`config.mk`:
```
export PLATFORM = sky130hd
export DESIGN_NAME = bias_add_relu_stage
export DESIGN_NICKNAME = d
export VERILOG_FILES = /design/src/rtl/bias_add_relu_stage.sv
export SDC_FILE = /design/constraint.sdc
export NUM_CORES = 2
export LEC_CHECK = 0
export BUFFER_PORTS_ARGS = -buffer_cell sky130_fd_sc_hd__buf_2
export CAP_MARGIN = 25
export CORE_AREA = 2 2 344 346
export CTS_BUF_LIST = sky130_fd_sc_hd__clkbuf_4 sky130_fd_sc_hd__clkbuf_8
export DETAILED_ROUTE_END_ITERATION = 6
export DIE_AREA = 0 0 346 348
export GPL_TIMING_DRIVEN = 1
export SYNTH_ARGS = -nofsm -noshare
export SYNTH_HDL_FRONTEND = slang
export SYNTH_SLANG_ARGS = --single-unit
```
`constraint.sdc`:
```
create_clock -name clk -period 4.3 [get_ports clk]
set_input_delay 0.43 -clock clk [delete_from_list [all_inputs] [get_ports clk]]
set_output_delay 0.43 -clock clk [all_outputs]
set_load 0.02 [all_outputs]
```
`src/rtl/bias_add_relu_stage.sv`:
```
// -----------------------------------------------------------------------------
// bias_add_relu_stage
//
// Output stage that sits after the adder tree of a SqueezeNext layer. Each
// accepted vector holds N_adder_tree signed accumulator lanes. For every lane
// the stage adds the matching 18-bit bias word and saturates the sum to OUT_W.
// If RELU is set, negative results are then clamped to zero. The stage is a
// two-register valid/ready pipeline (add, then saturate/activate) with full
// backpressure. A vector counter tags each vector so the output can mark the
// last vector of every feature map.
//
// Ports
//   clk         rising-edge clock
//   rst_n       asynchronous active-low reset
//   bias_in     packed 18-bit signed biases, lane i at [18*i +: 18] (static)
//   acc_in      packed ACC_W-bit signed accumulators, lane i at [ACC_W*i +: ACC_W]
//   in_valid    acc_in holds a vector
//   in_ready    stage can take a vector this cycle
//   out_data    packed OUT_W-bit results, same lane order as acc_in
//   out_valid   out_data holds a vector
//   out_ready   downstream takes out_data this cycle
//   out_last    the vector on out_data is number FRAME_LEN-1 of its frame
//   frame_done  one-cycle pulse, the cycle after the last vector of a frame
//               leaves the stage
// -----------------------------------------------------------------------------
module bias_add_relu_stage #(
    parameter int N_adder_tree = 16,
    parameter int ACC_W        = 18,
    parameter int OUT_W        = 18,
    parameter int RELU         = 1,
    parameter int FRAME_LEN    = 196
) (
    input  logic                          clk,
    input  logic                          rst_n,
    input  logic [N_adder_tree*18-1:0]    bias_in,
    input  logic [N_adder_tree*ACC_W-1:0] acc_in,
    input  logic                          in_valid,
    output logic                          in_ready,
    output logic [N_adder_tree*OUT_W-1:0] out_data,
    output logic                          out_valid,
    input  logic                          out_ready,
    output logic                          out_last,
    output logic                          frame_done
);

    localparam int BIAS_W = 18;
    // One guard bit above the accumulator width, so acc + bias cannot overflow.
    localparam int SUM_W  = ACC_W + 1;
    localparam int CNT_W  = (FRAME_LEN > 1) ? $clog2(FRAME_LEN) : 1;

    localparam logic [CNT_W-1:0] LAST_TAG = CNT_W'(FRAME_LEN - 1);

    // Saturation limits for OUT_W, expressed at the sum width so the compare
    // is a plain signed compare.
    localparam logic signed [SUM_W-1:0] SAT_MAX =
        {{(SUM_W-OUT_W+1){1'b0}}, {(OUT_W-1){1'b1}}};
    localparam logic signed [SUM_W-1:0] SAT_MIN =
        {{(SUM_W-OUT_W+1){1'b1}}, {(OUT_W-1){1'b0}}};

    // ---------------------------------------------------------------------
    // Pipeline control
    // ---------------------------------------------------------------------
    logic             r_s1_valid;
    logic [CNT_W-1:0] r_s1_tag;
    logic             r_s2_valid;
    logic             r_s2_last;
    logic             r_frame_done;
    logic [CNT_W-1:0] r_vcnt;

    logic             w_s2_adv;
    logic             w_s1_adv;
    logic             w_accept;
    logic             w_xfer;
    logic             w_s2_load;
    logic [CNT_W-1:0] w_vcnt_next;

    // A stage may take new data when it is empty or its contents move on in
    // the same cycle. in_ready depends on out_ready and the valid flags only,
    // never on in_valid.
    assign w_s2_adv  = !r_s2_valid || out_ready;
    assign w_s1_adv  = !r_s1_valid || w_s2_adv;
    assign w_accept  = in_valid && w_s1_adv;
    assign w_xfer    = r_s2_valid && out_ready;
    // Lane data in stage 2 changes only when a real vector moves in. After a
    // bubble, out_data keeps the last result instead of showing junk.
    assign w_s2_load = w_s2_adv && r_s1_valid;

    assign w_vcnt_next = (r_vcnt == LAST_TAG) ? '0 : r_vcnt + 1'b1;

    always_ff @(posedge clk or negedge rst_n) begin
        if (!rst_n) begin
            r_s1_valid   <= 1'b0;
            r_s1_tag     <= '0;
            r_s2_valid   <= 1'b0;
            r_s2_last    <= 1'b0;
            r_frame_done <= 1'b0;
            r_vcnt       <= '0;
        end else begin
            // Stage 1: take a new vector, or empty out when its vector has
            // moved on to stage 2.
            if (w_accept) begin
                r_s1_valid <= 1'b1;
                r_s1_tag   <= r_vcnt;
                r_vcnt     <= w_vcnt_next;
            end else if (w_s1_adv) begin
                r_s1_valid <= 1'b0;
            end

            // Stage 2: out_last is valid only together with a real vector.
            if (w_s2_adv) begin
                r_s2_valid <= r_s1_valid;
                r_s2_last  <= r_s1_valid && (r_s1_tag == LAST_TAG);
            end

            // The pulse appears in the cycle after the last vector is taken.
            r_frame_done <= w_xfer && r_s2_last;
        end
    end

    assign in_ready   = w_s1_adv;
    assign out_valid  = r_s2_valid;
    assign out_last   = r_s2_last;
    assign frame_done = r_frame_done;

    // ---------------------------------------------------------------------
    // Per-lane datapath: bias add (stage 1), saturate and ReLU (stage 2)
    // ---------------------------------------------------------------------
    genvar gi;
    generate
        for (gi = 0; gi < N_adder_tree; gi++) begin : g_lane
            logic        [ACC_W-1:0]  w_acc;
            logic        [BIAS_W-1:0] w_bias;
            logic signed [SUM_W-1:0]  w_sum;
            logic signed [SUM_W-1:0]  r_sum;
            logic        [OUT_W-1:0]  w_sat;
            logic        [OUT_W-1:0]  r_out;

            assign w_acc  = acc_in[ACC_W*gi +: ACC_W];
            assign w_bias = bias_in[BIAS_W*gi +: BIAS_W];

            // Sign-extend both operands to the sum width before adding.
            assign w_sum = {{(SUM_W-ACC_W){w_acc[ACC_W-1]}}, w_acc}
                         + {{(SUM_W-BIAS_W){w_bias[BIAS_W-1]}}, w_bias};

            always_comb begin
                w_sat = r_sum[OUT_W-1:0];
                if (r_sum > SAT_MAX) begin
                    w_sat = SAT_MAX[OUT_W-1:0];
                end else if (r_sum < SAT_MIN) begin
                    w_sat = SAT_MIN[OUT_W-1:0];
                end
                // ReLU is applied after saturation, so a saturated negative
                // value also goes to zero.
                if ((RELU != 0) && w_sat[OUT_W-1]) begin
                    w_sat = '0;
                end
            end

            always_ff @(posedge clk or negedge rst_n) begin
                if (!rst_n) begin
                    r_sum <= '0;
                    r_out <= '0;
                end else begin
                    if (w_accept) begin
                        r_sum <= w_sum;
                    end
                    if (w_s2_load) begin
                        r_out <= w_sat;
                    end
                end
            end

            assign out_data[OUT_W*gi +: OUT_W] = r_out;
        end
    endgenerate

endmodule
```
## After elaboration in Yosys (flattened, before gate mapping)

Index checks and enable logic that the tools add are counted.
W data, S select, Z words.

| word-level totals | value |
|---|---|
| register bits after elaboration | 612 |
| output and inout bits | 292 |
| input port bits | 580 |
| logic and storage cells | 150 |

| operators by class | value |
|---|---|
| $add $sub $neg | 17 |
| reduce and logical (&&, ||, !) cells | 10 |
| multiplexer cells | 51 |
| order comparisons | 32 |
| equality and inequality tests | 2 |

Operators with widths:

| operator | count |
|---|---|
| $mux W18 | 32 |
| $add A18 B18 Y19 | 16 |
| $gt A19 B18 Y1 const B | 16 |
| $lt A19 B18 Y1 const B | 16 |
| $mux W17 | 16 |
| $eq A8 B8 Y1 const B | 2 |
| $add A8 B1 Y8 const B | 1 |
| $mux W8 | 1 |
| $logic_and A1 B1 Y1 | 5 |
| $logic_not A1 Y1 | 2 |
| $logic_or A1 B1 Y1 | 2 |
| $mux W1 | 2 |
| $reduce_bool A2 Y1 | 1 |

## Longest topological paths before layout

| depth | value |
|---|---|
| depth after elaboration | 5 |
| depth in mapped cells | 11 |
| depth with buffers taken out | 11 |

## Least setup slack after synthesis

No wires, ideal clock.

| path | value |
|---|---|
| kind | input port to flip-flop |
| start | input bias_in[144] |
| end | register g_lane[8].r_sum[18] |
| library setup time | 124 ps |
| slack | 1,733 ps |
| stages on the path | 11 |
| arrival time | 2,443 ps |
| data required time | 4,176 ps |
| cells stage by stage | ha_1 inv_1 fa_1 nor2b_1 o21ai_0 a211oi_1 o32ai_1 o21ai_0 and3_1 a31oi_1 a211o_1 |

| between the ends | value |
|---|---|
| longest elaborated chain between the ends | 1 |

Ends and longest elaborated chain:

| what | line | source |
|---|---|---|
| from (decl) | 35 | `input logic [N_adder_tree*18-1:0] bias_in,` |
| $add A18 B18 Y19 | 143 | `+ {{(SUM_W-BIAS_W){w_bias[BIAS_W-1]}}, w_bias};` |
| to (signal assigned) | 165 | `r_sum <= w_sum;` |
| to (decl) | 134 | `logic signed [SUM_W-1:0] r_sum;` |

Every way passes these cells.
A chain may end at the register's enable or synchronous reset.

## Worst setup path after layout

| path | value |
|---|---|
| start | input acc_in[198] |
| end | register g_lane[11].r_sum[16] |

| between the ends | value |
|---|---|
| longest elaborated chain between the ends | 1 |

Ends and longest elaborated chain:

| what | line | source |
|---|---|---|
| from (decl) | 36 | `input logic [N_adder_tree*ACC_W-1:0] acc_in,` |
| $add A18 B18 Y19 | 143 |  |
| to (signal assigned) | 165 |  |
| to (decl) | 134 |  |

Every way passes these cells.

==> impl_metrics.tcl <==
set metrics [dict create \
    cp.required_ps 4910 \
    ys_seq_area_share_pct 41.6 \
    finalSetupTns_ps 0 \
    crit_cells 13 \
    grt_max_degree 111 \
    wl_mm 119 \
    cp-start-kind "input port" \
    p_per_area_mw_per_mm2 468 \
    fin_nets 5773 \
    ant_nets 0 \
    drt-initial-drc-count 1932 \
    synth-async-reset-ratio_pct 100 \
    maxSlewViolCount 0 \
    worst_pin_slew_ps 964 \
    dr.pass1.iters 5 \
    grt_antenna_before_repair 22 \
    root_buffer "clkbuf_8" \
    multi_input_area_mm2 0.0197 \
    critPathMaxFanout 4 \
    synth-edff-count 0 \
    period_minus_slack_ps 2970 \
    slew_headroom_pct 35.8 \
    globalplace.congestion 0.897 \
    areaGrowthSynthToFinish_pct 23.7 \
    drive_gt1_share_pct 22.8 \
    rsz0062_at_grt "no" \
    worstRegToRegCells 6 \
    r2r_slack_ps 1940 \
    whs_ps 127 \
    timing.final.crit_share_pct 69.1 \
    io_buffers 855 \
    fill_cells 12100 \
    ir_drop_v 0.000251 \
    wl_met3_mm 7.66 \
    syn_inst 4055 \
    cts_tree "yes" \
    cts_sinks 596 \
    startpoint "acc_in[198]" \
    die_h_um 348 \
    core_area_mm2 0.117 \
    hpwlAfterDp_mm 93.6 \
    path_clk_slew_ps 60 \
    dr_total_vias 32300 \
    first_global_vias 31900 \
    worstPathArrival_ps 3580 \
    grt_overflow 0 \
    critPathKind "input port to flop" \
    p_leak_nw 21.8 \
    hold_viol_final 0 \
    r2r-start "out_valid$_DFFE_PN0P_" \
    ys_warn_count 0 \
    ys.flop_type "dfrtp_1" \
    setup_viol 0 \
    synth_area_mm2 0.0358 \
    drt-met1-wl_mm 49.9 \
    die_area_mm2 0.120 \
    post_cts_resized 0 \
    pin_count 872 \
    std_cell_rows 126 \
    crit_buf_inv 3 \
    initial_utilization_pct 30.6 \
    cts.htree.levels 3 \
    cpPeakStageDelay_ps 540 \
    track_usage_pct 19.2 \
    fin_worst_skew_ps 33.8 \
    drv_cap 0 \
    cp_cell_sequence "dlygate4sd3_1 -> buf_2 -> ha_1 -> inv_1 -> fa_1 -> nor2b_1 -> o211a_1 -> a211oi_1 -> a21oi_1 -> a211o_1 -> o31ai_1 -> xor2_1 -> o21ai_0" \
    insertion_delay_ps 750 \
    power.total_w 0.0208 \
    ctsHoldBuffers 31 \
    timing.fmax_mhz 336 \
    cpMaxStageDelayCell "a211oi_1" \
    wl_met2_mm 57.5 \
    synth-seq-cells 596 \
    hold_depth 4 \
    hp-class "input port to flop" \
    crit_family "compound AO/OA/AOI/OAI gates" \
    regArea_mm2 0.0149 \
    drcViolationCount 0 \
    cts_buffer_depth 3 \
    cts_setup_buffers 0 \
    grt_pass1_wl_mm 183 \
    min-delay-start "bias_in[108]" \
    dieWidth_um 346 \
    yosysUniqueCellTypes 71 \
    viasPerCell 4.96 \
    outcome "finished, final reports clean" \
    dr.max_layer_used "met5" \
    crit_path_end_kind "flop" \
    syn_area_per_cell_um2 8.83 \
    cts_buffers 107 \
    wire_per_inst_um 18.3 \
]
==> sequential cells by signal (all words and copies together), names as in the netlist <==
| name | cells |
|---|---|
| out_valid | 1 |
| g_lane.r_out | 272 |
| g_lane.r_sum | 304 |
| r_s1_tag | 8 |
| frame_done | 1 |
| r_s1_valid | 1 |
| out_last | 1 |
| r_vcnt | 8 |
==> per-layer routing <==
| metal | GRT usage (%) | up-vias |
|---|---|---|
| met5 | 0 | - |
| met4 | 7.02 | 24 |
| met3 | 4.48 | 210 |
| met2 | 32.9 | 1001 |
| met1 | 23.5 | 15200 |
| li1 | - | 15900 |
==> cells in the final DEF (no fill, tap or decap), types with 36 or more instances in the layout <==
cell / n
buf_2: 854
o21ai_0: 368
clkbuf_4: 41
o31ai_1: 305
dfrtp_1: 596
a21oi_1: 190
buf_4: 38
nand2b_1: 36
clkbuf_8: 123
nor2b_1: 46
ha_1: 289
a21o_1: 110
inv_1: 103
xnor2_1: 102
o21a_1: 47
nand2_1: 731
xor2_1: 128
nor2_1: 400
==> worst reg2reg max path, stage by stage, from the launching register on <==
cell	delay, ps
dfrtp_1	380
nor2b_1	190
nand2_1	180
nand2_4	550
buf_12	370
buf_4	460
o21ai_0	110
==> stage by stage <==
stage                     std cells  area, µm²  setup slack (ps)  util [%]
after global routing           6517      44300              1280      37.9
after global placement         6284      41700              1190      35.6
after floorplan                4070      35900              1730         -
after detailed placement       6284      41700              1190      35.6
after CTS                      6513      44300              1510      37.9
final                          6520      44300              1330      37.9
==> where the power goes <==
group	leakage, nW	internal [W]	switching (W)
sequential	7.34	0.00708	0.00128
combinational	13.2	0.00249	0.00418
clock	1.24	0.00323	0.00250
total	21.8	0.0128	0.00796
==> cells in the mapped netlist, types with 19 or more instances <==
cell | n | area (µm²)
buf_1 | 31 | 116
o31ai_1 | 305 | 2290
dfrtp_1 | 596 | 14900
a31oi_1 | 30 | 188
o21ai_0 | 368 | 1840
o21a_1 | 47 | 353
nand2b_1 | 36 | 225
nand2_1 | 733 | 2750
nand3_1 | 30 | 150
inv_1 | 103 | 387
a21o_1 | 110 | 826
o21bai_1 | 24 | 180
xor2_1 | 128 | 1120
ha_1 | 289 | 3620
xnor2_1 | 102 | 893
a21oi_1 | 190 | 951
nor3_1 | 23 | 115
a211oi_1 | 30 | 225
nor2b_1 | 46 | 288
nand4_1 | 27 | 169
and3_1 | 19 | 119
nor2_1 | 400 | 1500
clkbuf_1 | 174 | 653
==> area by class of cell <==
type	count	area share, %
multi-input combinational	3147	44.4
clock buffer	164	4.52
tap	1536	4.34
clock inverter	34	0.706
timing repair buffer	933	11.4
antenna	7	0.0395
inverter	103	0.873
sequential	596	33.7
==> cell families after synthesis <==
kind of cell               count (synthesis)  share of synthesized area, %
adders and majority gates                305                          11.0
xor gates and xnor gates                 230                          5.62
buffers and inverters                    327                          3.60
and+or+nand+nor                         1371                          16.0
other                                      1                        0.0105
AOI/OAI and AO/OA                       1208                          21.6
muxes                                     17                         0.520
DFF                                      596                          41.6
==> worst paths after layout <==
path	endpoint
worst min register to register	g_lane[8].r_sum[3]$_DFFE_PN0P_
max in group asynchronous	g_lane[12].r_sum[17]$_DFFE_PN0P_
min in group asynchronous	g_lane[13].r_out[8]$_DFFE_PN0P_
worst max register to register	g_lane[6].r_sum[2]$_DFFE_PN0P_
worst min-delay path	g_lane[6].r_sum[0]$_DFFE_PN0P_
worst max-delay path	g_lane[11].r_sum[16]$_DFFE_PN0P_
No activity file was read; power rests on OpenSTA's default activity.
